### config.mk
export PLATFORM = sky130hd
export DESIGN_NAME = ula_datapath
export DESIGN_NICKNAME = d
export VERILOG_FILES = /design/src/rtl/ula_datapath.sv
export SDC_FILE = /design/constraint.sdc
export NUM_CORES = 1
export LEC_CHECK = 0
export BUFFER_PORTS_ARGS = -buffer_cell sky130_fd_sc_hd__buf_2
export CAP_MARGIN = 30
export CORE_MARGIN = 5
export CORE_UTILIZATION = 50
export DETAILED_ROUTE_END_ITERATION = 10
export PLACE_DENSITY = 0.71
export SETUP_SLACK_MARGIN = 0.05
export SLEW_MARGIN = 20
export SYNTH_ARGS = -nofsm -noshare
export SYNTH_HDL_FRONTEND = slang
export SYNTH_SLANG_ARGS = --single-unit
### constraint.sdc
create_clock -name clk -period 10.6 [get_ports clk]
set_clock_uncertainty 0.2 [all_clocks]
set_input_delay 0.53 -clock clk [delete_from_list [all_inputs] [get_ports clk]]
set_output_delay 0.53 -clock clk [all_outputs]
set_load 0.02 [all_outputs]
### src/rtl/ula_datapath.sv
// ula_datapath: 8x8 register file feeding an ALU through a source-B mux.
// Optional build macro REG0_ZERO_EN: register 0 reads as zero and ignores writes.
module ula_datapath #(
    parameter int DATA_W = 8,
    parameter int ADDR_W = 3
) (
    input  logic              clk,
    input  logic              reset,
    input  logic              we3,
    input  logic [ADDR_W-1:0] wa3,
    input  logic [DATA_W-1:0] wd3,
    input  logic [ADDR_W-1:0] ra1,
    input  logic [ADDR_W-1:0] ra2,
    input  logic [DATA_W-1:0] constante,
    input  logic              select_src,
    input  logic [2:0]        ULAControl,
    output logic [DATA_W-1:0] ULAResult,
    output logic              CarryOut,
    output logic              Flag_z
);
    logic [DATA_W-1:0] regs [2**ADDR_W];
    logic [DATA_W-1:0] rd1SrcA, rd2, SrcB;
    logic [DATA_W:0]   add_s, sub_s;
    logic              wr_ok;

`ifdef REG0_ZERO_EN
    assign wr_ok   = we3 && wa3 != '0;
    assign rd1SrcA = ra1 == '0 ? '0 : regs[ra1];
    assign rd2     = ra2 == '0 ? '0 : regs[ra2];
`else
    assign wr_ok   = we3;
    assign rd1SrcA = regs[ra1];
    assign rd2     = regs[ra2];
`endif

    assign SrcB   = select_src ? constante : rd2;
    assign Flag_z = ULAResult == '0;

    // Register file: async clear wins over any write, otherwise one write per edge
    always_ff @(posedge clk or posedge reset) begin
        if (reset)
            regs <= '{default: '0};
        else if (wr_ok)
            regs[wa3] <= wd3;
    end

    // ALU: subtraction is A + ~B + 1 so its carry doubles as "no borrow"
    always_comb begin
        add_s     = {1'b0, rd1SrcA} + {1'b0, SrcB};
        sub_s     = {1'b0, rd1SrcA} + {1'b0, ~SrcB} + (DATA_W+1)'(1);
        ULAResult = '0;
        CarryOut  = 1'b0;
        case (ULAControl)
            3'b000: {CarryOut, ULAResult} = add_s;
            3'b001: {CarryOut, ULAResult} = sub_s;
            3'b010: ULAResult = rd1SrcA & SrcB;
            3'b011: ULAResult = rd1SrcA | SrcB;
            3'b101: ULAResult = DATA_W'(rd1SrcA < SrcB);
            default: ULAResult = '0;
        endcase
    end
endmodule

==> metrics.md <==
| Metric | Value |
|---|---|
| Grt total ovfl | 0 |
| Synth Register Bits | 64 |
| Netlist cell types | 45 |
| Post-Syn Nets | between 400 and 500 |
| Tmin final | 4.95 ns |
| Synth-to-layout area growth | 10.3% |
| Total Routing Usage GR | 18.9% |
| Routed len/inst | between 15 and 20 µm |
| R2R Setup Slk | 9.60 ns |
| Clock Root Buffer | clkbuf_8 |
| Reg clk slew, reported paths | ~0.07 ns |
| Final instance area | about 5000 µm² |
| Drt initial violations | approximately 150 |
| Max reg flops | 64 |
| N_diodes | 0 |
| Endpoint class of the critical path | output pin |
| Setup Buffers After CTS | 0 |
| Max Cap Viol | 0 |
| Biggest register | regs |
| Core Rows | 34 |
| Reg2Reg Launch Point | regs[9]$_DFFE_PP0P_ |
| H-tree depth | 3 |
| Slew HR | a little over a third |
| GP Congestion | between 0.8 and 0.9 |
| Reg2Reg Depth | 1 |
| Vias | 3104 |
| Final wirelength | 9.83 mm |
| Pwr dens | between 150 and 200 nW/µm² |
| CTS tree | yes |
| Clock Tree Buf Depth | 2 |
| Worst Path Arrival | approximately 4.2 ns |
| Period utilization | a little under half |
| Clk Latency, worst-skew pair | between 0.3 and 0.4 ns |
| Post-Syn Area | between 4000 and 5000 µm² |
| Unrepaired setup endpoints after global routing | no |
| Die X | around 110 µm |
| Max Slew Vio Count | 0 |
| Fmax | between 200 and 250 MHz |
| Worst setup path class | in2out |
| Starting Density | 51.7% |
| Compound-gate portion of the synthesized area | ~8.1% |
| Num CTS Buffers | 9 |
| Seq/Total Area, Yosys | between 30% and 40% |
| Mux cell area share after synthesis | 36.7% |
| Worst min path class | in2async |
| Static Leak | around 2.2 nW |
| Placed cells | between 500 and 600 |
| Endpoints failing setup | 0 |
| Setup TNS | 0 ns |
| Crit-path max FO | 16 |
| Core box area | 8810 µm² |
| Antenna Nets Post-Route | 0 |
| Synth Area in Adders | 7.75% |
| Synth Area in Simple Gates | 7.42% |
| PostCTS Resize Cnt | 0 |
| Buffers on Ports | 41 |
| Dpl hpwl | roughly 7.0 mm |
| Critical R2R Capture | regs[9]$_DFFE_PP0P_ |
| Synth Warn # | 0 |
| Highest-count cells in the layout ignoring fill and taps | 70 x mux2_2, 64 x dfrtp_1, 41 x buf_2, 33 x mux4_2, 26 x inv_1 |
| Crit path required time | slightly below 10 ns |
| Status | finished, final reports clean |
| Nets | between 400 and 500 |
| Largest regs | regs: 64 flops |
| Core Util, Final | 57.0% |
| Share of layout cells above drive strength 1 | between 40% and 50% |
| Slew at the pin closest to its max-slew limit | just under 1 ns |
| Die H | 105 µm |
| CTS sink cnt | 64 |
| DP Area | around 4800 µm² |
| Largest family of logic cells by synthesized area | multiplexers |
| Initial DRT Pass Iterations | 4 |
| Mapped Cells | ~380 |
| Die area | between 10000 and 15000 µm² |
| Final number of hold-violating endpoints | 0 |
| Commonest non-fill, non-tap cell in the layout | mux2_2 |
| Vias per cell | 5.97 |
| Finished Layout Cells | 520 |
| Synth Area in XOR/XNOR | less than 1% |
| Num ports | between 40 and 50 |
| First-pass GRT wire length | ~17 mm |
| Initial antenna violation count | 0 |
| Total power | 0.908 mW |
| CTS Hold Buffers Added | 0 |
| Largest net degree at the start of global routing | 65 |
| DRC | 0 |
| Worst vdd ir | 0.000123 V |
| CP Launch Type | primary input |
| Mean Syn Cell Area | 12.1 µm² |
| Vias in the first global route | approximately 3300 |
[cell families after synthesis]
logic type	after synthesis
buffers and inverters	49
AO/OA/AOI/OAI	53
adder cells (fa/ha/maj)	27
flip-flops	64
AND/OR/NAND/NOR	61
multiplexers	117
XOR/XNOR	4
[how the worst max path moves through the flow]
stage | start | endpoint | slack [ns] | depth (start not counted)
6_report | ra2[0] | Flag_z | 5.65 | 15
5_1_grt | ra2[0] | Flag_z | 5.40 | 15
4_1_cts | ra2[0] | Flag_z | 5.63 | 15
3_5_place_dp | ra2[0] | Flag_z | 5.64 | 15
3_3_place_gp | ra2[0] | Flag_z | 5.69 | 15
2_1_floorplan | ra1[0] | CarryOut | 5.60 | 10
[synth_stat cells, drive strengths merged]
| library cell | number | area share (%) |
|---|---|---|
| mux2 | 70 | 17 |
| dfrtp | 64 | 35 |
| mux4 | 33 | 16 |
| inv | 27 | 2.2 |
| ha | 25 | 6.9 |
| nand2 | 18 | 1.5 |
| clkbuf | 15 | 1.2 |
| mux2i | 14 | 3.1 |
| a21oi | 13 | 1.5 |
| nor2 | 12 | 0.99 |
| nor2b | 9 | 1.2 |
| o21a | 8 | 1.3 |
| o21ai | 8 | 0.88 |
| buf | 6 | 0.58 |
| a21o | 5 | 0.82 |
| nor3 | 5 | 0.66 |
| a2111oi | 4 | 0.80 |
| a211oi | 4 | 0.77 |
| nand4b | 4 | 0.77 |
| nand2b | 3 | 0.41 |
| nor3b | 3 | 0.71 |
| o311ai | 3 | 0.58 |
| xnor2 | 3 | 0.58 |
| a31oi | 2 | 0.27 |
| fa | 2 | 0.88 |
| o21bai | 2 | 0.33 |
| a211o | 1 | 0.19 |
| a2bb2oi | 1 | 0.19 |
| a31o | 1 | 0.19 |
| and2 | 1 | 0.14 |
| and3 | 1 | 0.14 |
| clkinv | 1 | 0.082 |
| nand3b | 1 | 0.16 |
| nand4 | 1 | 0.14 |
| nor4 | 1 | 0.14 |
| o2111ai | 1 | 0.19 |
| or3b | 1 | 0.19 |
| or4 | 1 | 0.25 |
| xor2 | 1 | 0.19 |
[metrics by stage]
step                      hold slack (ns)  setup WS (ns)
after floorplan                     0.291           5.60
after global placement              0.304           5.69
after detailed placement            0.313           5.64
after CTS                           0.232           5.63
after global routing                0.296           5.40
final                               0.209           5.65
[metal layers]
layer,wire length [µm],global-route usage [%]
met5,0,0
met1,4320,24.4
met2,4990,33.3
met4,103,4.50
met3,422,3.24
[cell type report]
| type | count | area, µm² |
|---|---|---|
| Fill cell | 723 | 3780 |
| Inverter | 28 | 105 |
| Timing Repair Buffer | 42 | 213 |
| Clock inverter | 3 | 40.0 |
| Clock buffer | 13 | 159 |
| Tap cell | 108 | 135 |
| Sequential cell | 64 | 1600 |
| Multi-Input combinational cell | 262 | 2770 |
[critical path: stages]
cell	delay [ns]
buf_2	0.47
mux4_2	0.57
mux2i_1	0.15
o21a_1	0.15
inv_1	0.07
ha_1	0.22
fa_1	0.38
nor2b_1	0.16
o311ai_0	0.45
or3b_2	0.21
a2111oi_0	0.09
nor3_1	0.28
nand4b_1	0.15
a211oi_2	0.15
buf_2	0.19
[power breakdown]
group	total (mW)	internal [mW]	switching [mW]	leakage (nW)
logic	0.360	0.185	0.175	1.37
clock network	0.211	0.121	0.0899	0.103
registers	0.337	0.299	0.0386	0.768
total	0.908	0.604	0.304	2.24
Power figures use the tool's default switching activity.
